==> config.mk <==
export PLATFORM = sky130hd
export DESIGN_NAME = fp_mul_cmd_unit
export DESIGN_NICKNAME = d
export VERILOG_FILES = /design/src/rtl/fp_cmd_pkg.sv /design/src/rtl/cmd_fifo.sv /design/src/rtl/fp_mul_cmd_unit.sv
export SDC_FILE = /design/constraint.sdc
export NUM_CORES = 2
export LEC_CHECK = 0
export BUFFER_PORTS_ARGS = -buffer_cell sky130_fd_sc_hd__buf_2
export CAP_MARGIN = 10
export CORE_ASPECT_RATIO = 1.75
export CORE_MARGIN = 2
export CORE_UTILIZATION = 30
export DETAILED_ROUTE_END_ITERATION = 8
export PLACE_DENSITY = 0.53
export SLEW_MARGIN = 20
export SYNTH_ARGS = -nofsm -noshare
export SYNTH_HDL_FRONTEND = slang
export SYNTH_HIERARCHICAL = 1
export SYNTH_SLANG_ARGS = --single-unit
==> constraint.sdc <==
create_clock -name clk -period 13.1 [get_ports clk]
set_input_delay 1.31 -clock clk [delete_from_list [all_inputs] [get_ports clk]]
set_output_delay 1.31 -clock clk [all_outputs]
set_load 0.05 [all_outputs]
==> src/rtl/fp_cmd_pkg.sv <==
// Shared opcodes, status-flag positions and sequencer states for the FP command engine.
package fp_cmd_pkg;

  localparam logic [1:0] OpPass = 2'b00;
  localparam logic [1:0] OpNeg  = 2'b01;
  localparam logic [1:0] OpMul  = 2'b10;
  localparam logic [1:0] OpAbs  = 2'b11;

  localparam int unsigned FlagNv   = 4;
  localparam int unsigned FlagOf   = 3;
  localparam int unsigned FlagUf   = 2;
  localparam int unsigned FlagNx   = 1;
  localparam int unsigned FlagZero = 0;

  localparam logic [31:0] CanonNan = 32'h7FC0_0000;

  typedef enum logic [2:0] {
    StIdle,
    StUnpack,
    StMult,
    StNorm,
    StPack,
    StHold
  } seq_state_e;

  function automatic logic is_nan(input logic [31:0] v);
    return (v[30:23] == 8'hFF) && (v[22:0] != 23'd0);
  endfunction

endpackage

==> src/rtl/cmd_fifo.sv <==
// Synchronous FIFO with registered occupancy; DEPTH must be a power of two so pointers wrap freely.
module cmd_fifo #(
  parameter int unsigned WIDTH = 8,
  parameter int unsigned DEPTH = 4
) (
  input  logic                   clk_i,
  input  logic                   rst_ni,
  input  logic                   push_i,
  input  logic                   pop_i,
  input  logic [WIDTH-1:0]       wdata_i,
  output logic [WIDTH-1:0]       rdata_o,
  output logic                   full_o,
  output logic                   empty_o,
  output logic [$clog2(DEPTH):0] count_o
);
  localparam int unsigned PtrW = $clog2(DEPTH);

  logic [WIDTH-1:0] mem_q [DEPTH];
  logic [PtrW-1:0]  wr_ptr_q, rd_ptr_q;
  logic [PtrW:0]    count_q;
  logic             do_push, do_pop;

  assign full_o  = (count_q == (PtrW + 1)'(DEPTH));
  assign empty_o = (count_q == '0);
  assign do_push = push_i && !full_o;
  assign do_pop  = pop_i && !empty_o;
  assign rdata_o = mem_q[rd_ptr_q];
  assign count_o = count_q;

  always_ff @(posedge clk_i) begin
    if (!rst_ni) begin
      wr_ptr_q <= '0;
      rd_ptr_q <= '0;
      count_q  <= '0;
    end else begin
      if (do_push) wr_ptr_q <= wr_ptr_q + PtrW'(1);
      if (do_pop)  rd_ptr_q <= rd_ptr_q + PtrW'(1);
      if (do_push && !do_pop) begin
        count_q <= count_q + (PtrW + 1)'(1);
      end else if (!do_push && do_pop) begin
        count_q <= count_q - (PtrW + 1)'(1);
      end
    end
  end

  always_ff @(posedge clk_i) begin
    if (do_push) mem_q[wr_ptr_q] <= wdata_i;
  end

endmodule

==> src/rtl/fp_mul_cmd_unit.sv <==
// Queued single-precision command engine: FIFO front end plus a fixed six-state sequencer
// (multiply / negate / abs / pass) with a registered valid/ready result port.
module fp_mul_cmd_unit
  import fp_cmd_pkg::*;
#(
  parameter int unsigned DEPTH = 4,
  parameter int unsigned TAG_W = 4
) (
  input  logic                   clk,
  input  logic                   rst,
  input  logic                   cmd_valid,
  output logic                   cmd_ready,
  input  logic [1:0]             cmd_op,
  input  logic [31:0]            cmd_a,
  input  logic [31:0]            cmd_b,
  input  logic [TAG_W-1:0]       cmd_tag,
  output logic                   res_valid,
  input  logic                   res_ready,
  output logic [31:0]            res_data,
  output logic [TAG_W-1:0]       res_tag,
  output logic [4:0]             res_flags,
  output logic                   busy,
  output logic [$clog2(DEPTH):0] fifo_count
);
  localparam int unsigned FifoW = 2 + 64 + TAG_W;

  logic [FifoW-1:0] fifo_rdata;
  logic             fifo_full, fifo_empty, fifo_pop;

  cmd_fifo #(
    .WIDTH(FifoW),
    .DEPTH(DEPTH)
  ) u_cmd_fifo (
    .clk_i  (clk),
    .rst_ni (rst),
    .push_i (cmd_valid),
    .pop_i  (fifo_pop),
    .wdata_i({cmd_op, cmd_a, cmd_b, cmd_tag}),
    .rdata_o(fifo_rdata),
    .full_o (fifo_full),
    .empty_o(fifo_empty),
    .count_o(fifo_count)
  );

  seq_state_e         state_q, state_d;
  logic [1:0]         op_q, op_d;
  logic [31:0]        a_q, a_d, b_q, b_d;
  logic [TAG_W-1:0]   tag_q, tag_d;
  logic               sa_q, sa_d, sb_q, sb_d;
  logic [7:0]         ea_q, ea_d, eb_q, eb_d;
  logic [23:0]        ma_q, ma_d, mb_q, mb_d;
  logic               a_zero_q, a_zero_d, a_inf_q, a_inf_d, a_nan_q, a_nan_d;
  logic               b_zero_q, b_zero_d, b_inf_q, b_inf_d, b_nan_q, b_nan_d;
  logic               sign_q, sign_d;
  logic [47:0]        prod_q, prod_d;
  logic signed [9:0]  exp_q, exp_d;
  logic [22:0]        mant_q, mant_d;
  logic               guard_q, guard_d, sticky_q, sticky_d;
  logic [31:0]        res_data_q, res_data_d;
  logic [4:0]         res_flags_q, res_flags_d;
  logic [TAG_W-1:0]   res_tag_q, res_tag_d;

  logic               rnd_up;
  logic [23:0]        mant_rnd;
  logic signed [9:0]  exp_rnd;
  logic [31:0]        pack_data;
  logic [4:0]         pack_flags;

  // Rounding and special-case resolution, consumed only when the sequencer is in PACK.
  always_comb begin
    rnd_up     = guard_q & (sticky_q | mant_q[0]);
    mant_rnd   = {1'b0, mant_q} + {23'd0, rnd_up};
    exp_rnd    = exp_q + (mant_rnd[23] ? 10'sd1 : 10'sd0);
    pack_data  = a_q;
    pack_flags = '0;
    unique case (op_q)
      OpPass: pack_data = a_q;
      OpNeg:  pack_data = a_nan_q ? a_q : {~a_q[31], a_q[30:0]};
      OpAbs:  pack_data = a_nan_q ? a_q : {1'b0, a_q[30:0]};
      OpMul: begin
        if (a_nan_q || b_nan_q) begin
          pack_data = CanonNan;
        end else if ((a_inf_q && b_zero_q) || (b_inf_q && a_zero_q)) begin
          pack_data          = CanonNan;
          pack_flags[FlagNv] = 1'b1;
        end else if (a_inf_q || b_inf_q) begin
          pack_data = {sign_q, 8'hFF, 23'd0};
        end else if (a_zero_q || b_zero_q) begin
          pack_data = {sign_q, 31'd0};
        end else if (exp_rnd >= 10'sd255) begin
          pack_data          = {sign_q, 8'hFF, 23'd0};
          pack_flags[FlagOf] = 1'b1;
          pack_flags[FlagNx] = 1'b1;
        end else if (exp_rnd <= 10'sd0) begin
          pack_data          = {sign_q, 31'd0};
          pack_flags[FlagUf] = 1'b1;
          pack_flags[FlagNx] = 1'b1;
        end else begin
          pack_data          = {sign_q, exp_rnd[7:0], mant_rnd[22:0]};
          pack_flags[FlagNx] = guard_q | sticky_q;
        end
      end
      default: pack_data = a_q;
    endcase
    pack_flags[FlagZero] = (pack_data[30:0] == 31'd0);
  end

  always_comb begin
    state_d     = state_q;
    op_d        = op_q;
    a_d         = a_q;
    b_d         = b_q;
    tag_d       = tag_q;
    sa_d        = sa_q;
    sb_d        = sb_q;
    ea_d        = ea_q;
    eb_d        = eb_q;
    ma_d        = ma_q;
    mb_d        = mb_q;
    a_zero_d    = a_zero_q;
    a_inf_d     = a_inf_q;
    a_nan_d     = a_nan_q;
    b_zero_d    = b_zero_q;
    b_inf_d     = b_inf_q;
    b_nan_d     = b_nan_q;
    sign_d      = sign_q;
    prod_d      = prod_q;
    exp_d       = exp_q;
    mant_d      = mant_q;
    guard_d     = guard_q;
    sticky_d    = sticky_q;
    res_data_d  = res_data_q;
    res_flags_d = res_flags_q;
    res_tag_d   = res_tag_q;
    fifo_pop    = 1'b0;
    unique case (state_q)
      StIdle: begin
        if (!fifo_empty) begin
          fifo_pop = 1'b1;
          op_d     = fifo_rdata[FifoW-1 -: 2];
          a_d      = fifo_rdata[TAG_W+32 +: 32];
          b_d      = fifo_rdata[TAG_W +: 32];
          tag_d    = fifo_rdata[TAG_W-1:0];
          state_d  = StUnpack;
        end
      end
      StUnpack: begin
        // Exponent field of zero covers both true zero and flushed denormals.
        sa_d     = a_q[31];
        sb_d     = b_q[31];
        ea_d     = a_q[30:23];
        eb_d     = b_q[30:23];
        a_zero_d = (a_q[30:23] == 8'd0);
        b_zero_d = (b_q[30:23] == 8'd0);
        a_inf_d  = (a_q[30:23] == 8'hFF) && (a_q[22:0] == 23'd0);
        b_inf_d  = (b_q[30:23] == 8'hFF) && (b_q[22:0] == 23'd0);
        a_nan_d  = is_nan(a_q);
        b_nan_d  = is_nan(b_q);
        ma_d     = (a_q[30:23] == 8'd0) ? 24'd0 : {1'b1, a_q[22:0]};
        mb_d     = (b_q[30:23] == 8'd0) ? 24'd0 : {1'b1, b_q[22:0]};
        state_d  = StMult;
      end
      StMult: begin
        prod_d  = 48'(ma_q) * 48'(mb_q);
        sign_d  = sa_q ^ sb_q;
        exp_d   = $signed({2'b00, ea_q}) + $signed({2'b00, eb_q}) - 10'sd127;
        state_d = StNorm;
      end
      StNorm: begin
        if (prod_q[47]) begin
          mant_d   = prod_q[46:24];
          guard_d  = prod_q[23];
          sticky_d = |prod_q[22:0];
          exp_d    = exp_q + 10'sd1;
        end else begin
          mant_d   = prod_q[45:23];
          guard_d  = prod_q[22];
          sticky_d = |prod_q[21:0];
        end
        state_d = StPack;
      end
      StPack: begin
        res_data_d  = pack_data;
        res_flags_d = pack_flags;
        res_tag_d   = tag_q;
        state_d     = StHold;
      end
      StHold: begin
        if (res_ready) state_d = StIdle;
      end
      default: state_d = StIdle;
    endcase
  end

  always_ff @(posedge clk) begin
    if (!rst) begin
      state_q     <= StIdle;
      op_q        <= '0;
      a_q         <= '0;
      b_q         <= '0;
      tag_q       <= '0;
      sa_q        <= 1'b0;
      sb_q        <= 1'b0;
      ea_q        <= '0;
      eb_q        <= '0;
      ma_q        <= '0;
      mb_q        <= '0;
      a_zero_q    <= 1'b0;
      a_inf_q     <= 1'b0;
      a_nan_q     <= 1'b0;
      b_zero_q    <= 1'b0;
      b_inf_q     <= 1'b0;
      b_nan_q     <= 1'b0;
      sign_q      <= 1'b0;
      prod_q      <= '0;
      exp_q       <= '0;
      mant_q      <= '0;
      guard_q     <= 1'b0;
      sticky_q    <= 1'b0;
      res_data_q  <= '0;
      res_flags_q <= '0;
      res_tag_q   <= '0;
    end else begin
      state_q     <= state_d;
      op_q        <= op_d;
      a_q         <= a_d;
      b_q         <= b_d;
      tag_q       <= tag_d;
      sa_q        <= sa_d;
      sb_q        <= sb_d;
      ea_q        <= ea_d;
      eb_q        <= eb_d;
      ma_q        <= ma_d;
      mb_q        <= mb_d;
      a_zero_q    <= a_zero_d;
      a_inf_q     <= a_inf_d;
      a_nan_q     <= a_nan_d;
      b_zero_q    <= b_zero_d;
      b_inf_q     <= b_inf_d;
      b_nan_q     <= b_nan_d;
      sign_q      <= sign_d;
      prod_q      <= prod_d;
      exp_q       <= exp_d;
      mant_q      <= mant_d;
      guard_q     <= guard_d;
      sticky_q    <= sticky_d;
      res_data_q  <= res_data_d;
      res_flags_q <= res_flags_d;
      res_tag_q   <= res_tag_d;
    end
  end

  assign cmd_ready = !fifo_full;
  assign res_valid = (state_q == StHold);
  assign res_data  = res_data_q;
  assign res_tag   = res_tag_q;
  assign res_flags = res_flags_q;
  assign busy      = (state_q != StIdle) || !fifo_empty;

endmodule
==> reports/results.txt <==
grt ovf - 0
Post-DP HPWL - 87.00 mm
initial antenna violation count - 1
Root Buffer - clkbuf_16
Hold WC Path Type - flip-flop to flip-flop
Hold Violations, Final - 0
Register Area - 14,000 um^2
worst rel slew slack - 24.05%
GRT met2 Usage - 32.46%
post-route setup slack - 5.252 ns
Total GRT Usage - 16.57%
post-cts gate resize count - 0
Sink Count - 559
mux share of post-synthesis cell area - 4.494%
Syn Std Cell Area - 41,760 um^2
CTS tree - yes
Crit Path Max Fanout - 25
DR iter-0 viols - 1,320
Avg Inst Size Synth - 10.46 um^2
Post-route DRC - 0
max-slew violations - 0
Syn Inst Count - 3,993
Die W - 286.0 um
clk_skew - 0.01446 ns
status - complete, no violations
Net Count, Synth - 4,750
met3 Usage GRT - 1.296%
crit share post-route - 59.91%
Synth Area in Adders - 29.16%
GP Congestion - 0.8727
Final Net Count - 4,747
drt via density - 4.828
Syn. warnings - 6
area of the multi-input gates - 24,680 um^2
XOR/XNOR Fraction of Synth Area - 1.636%
layout cell share with drive strength beyond 1 - 8.969%
Hold Path Origin - b_q[31]
Max clock buf depth - 3
Least-Margin Pin Slew - 1.138 ns
RSZ-0062 raised after global routing - no
ys flop type - edfxtp_1
sequential share of the synthesized area - 33.51%
io pins - 121
area growth from synthesis to layout - 9.599%
Setup violations, final - 0
post-layout min period - 7.848 ns
worst r2r src - mb_q[3]
Worst EP required - 13.58 ns
post-route non-filler standard cell count - 5,856
Yosys cell types - 79
vias post-DR - 28,270
H-tree levels - 2
Compound-Gate Fraction of Synth Area - 8.847%
initial cell density of the core - 30.13%
Design Power - 5.328 mW
clock latency on the worst-skew pair - 0.59 ns
die area - 142,300 um^2
Hold Slack - 0.4695 ns
vias in the first global route - 31,130
crit path launch - mb_q[3]
Vert. Die Dim - 497.6 um
post-CTS setup buffers - 0
main combinational cell family by area after synthesis - adder cells
pwr dens - 116.4 nW/um^2
Final Util - 33.03%
ANT nets after route - 0
DRT Wirelength - 115.9 mm
final setup TNS - 0 ns
Startpoint Class - flip-flop
Setup crit end kind - flip-flop
Placed Cells - 5,771
Clock transition at path regs - 0.07 ns
global route hottest layer - met2
Final Cell Area - 45,770 um^2
Hold Buf Count CTS - 0
row cnt - 181
Post-synth EDFFs - 280
largest net degree at the start of global routing - 109
cts bufs inserted - 47
Worst VDD drop - 0.1773 mV
IO buf count - 120
global-route wire length before repair - 182.3 mm
Core ar. - 138,600 um^2
routed len/inst - 19.80 um
Filler cells - 14,260
placed instance area - 44,150 um^2
crit path kind - flip-flop to flip-flop
async set-reset flop share out of synthesis - 0%
Seq cells post-synth - 559
router iterations before antenna repair - 5
P_leak - 19.25 nW
area share of and/or/nand/nor cells after synthesis - 14.84%
pre-CTS WS - 5.405 ns
Fmax - 127.4 MHz
Crit path arrival time - 8.33 ns
M1 GR Usage - 17.02%
max-cap violation count - 0
-- where the power goes --
part           switching [mW]  internal (mW)
logic                   0.921          0.453
clock network           0.665          0.851
registers               0.333           2.10
-- registers in the layout, indices dropped and copies added, names as in the netlist, 2 cells and up, named ones only --
register / cells
a_q: 32
b_q: 32
ea_q: 8
eb_q: 8
exp_q: 10
ma_q: 24
mant_q: 23
mb_q: 24
op_q: 2
prod_q: 48
res_data: 32
res_flags: 5
res_tag: 4
state_q: 3
tag_q: 4
u_cmd_fifo/count_o: 3
u_cmd_fifo/mem_q: 280
u_cmd_fifo/rd_ptr_q: 2
u_cmd_fifo/wr_ptr_q: 2
-- worst max-delay path: stages (launching register included) --
cell and delay, ns:
dfxtp_1 1.06, nand2_1 0.18, fa_1 0.58, inv_1 0.05
fa_1 0.48, inv_1 0.06, fa_1 0.54, inv_1 0.06
fa_1 0.50, inv_1 0.06, fa_1 0.54, inv_1 0.05
fa_1 0.48, inv_1 0.05, fa_1 0.48, inv_1 0.04
ha_1 0.33, nand2_1 0.12, a2111oi_0 0.74, o22ai_1 0.32
o21ai_2 0.33, a21oi_1 0.13, o211ai_1 0.23, mux2i_1 0.10
a31o_2 0.21
-- final cells by class --
class	instances	area share [%]
inverter	566	4.642
antenna	1	0.005467
sequential	559	30.59
tap	1830	5.002
clock buffer	58	2.777
timing repair buffer	179	2.299
multi-input combinational	2637	53.92
clock inverter	26	0.7627
-- Yosys cell counts, drive strengths merged (4+ instances only) --
library cell	n	share of area (%)
nand2b	6	0.090
o22ai	4	0.060
nor2b	70	1.1
mux4	70	3.8
o21bai	13	0.23
a21boi	117	2.1
and2	337	5.0
a31oi	9	0.13
a221oi	8	0.18
nand2	622	5.6
inv	566	5.1
and3	17	0.25
xor2	34	0.71
buf	30	0.63
mux2i	30	0.72
o21ai	76	0.92
o211ai	18	0.32
o21a	14	0.25
a21oi	69	0.84
edfxtp	280	20
xnor2	44	0.92
and4	5	0.10
nand3b	10	0.18
fa	484	23
a31o	5	0.10
a21o	17	0.31
dfxtp	279	13
o211a	61	1.5
nor3	31	0.37
a22oi	49	0.88
a211oi	12	0.23
or4	5	0.090
nor4	23	0.34
nor2	58	0.52
nand4	17	0.25
clkbuf	201	1.8
o31ai	4	0.084
nand3	48	0.60
ha	199	6.0
or3	7	0.10
nor3b	6	0.12
-- cell usage in the layout (no fill, tap or decap), drive strengths merged, types with 49 or more instances in the layout --
cell type,netlist,layout
edfxtp,280,280
and2,337,337
a21oi,69,69
ha,199,199
o21ai,76,76
buf,30,178
mux4,70,70
o211a,61,61
fa,484,484
nand2,622,622
clkbuf,201,59
a22oi,49,49
dfxtp,279,279
nor2,58,58
a21boi,117,117
nor2b,70,70
inv,566,569
-- kinds of logic (layout without fill, tap and decap cells) --
logic type                 count (synthesis)  in the layout
DFF                                      559            559
AOI/OAI and AO/OA                        508            508
muxes                                    100            100
other                                      0              1
and+or+nand+nor                         1268           1268
xor gates and xnor gates                  78             78
adders and majority gates                683            683
buffers and inverters                    797            829
-- final timing paths --
kind,to,slack [ns],depth (start not counted)
min,b_q[31],0.47,2
min reg2reg,b_q[31],0.47,2
max reg2reg,prod_q[46],5.25,24
max,prod_q[46],5.25,24
-- per-layer routing --
layer | share of wire (%) | vias up
met5 | 0 | -
met4 | 6.4 | 0
met3 | 2.8 | 282
met2 | 56 | 599
met1 | 35 | 14420
li1 | - | 12980
Note: power is estimated with default switching activity, not from simulation.
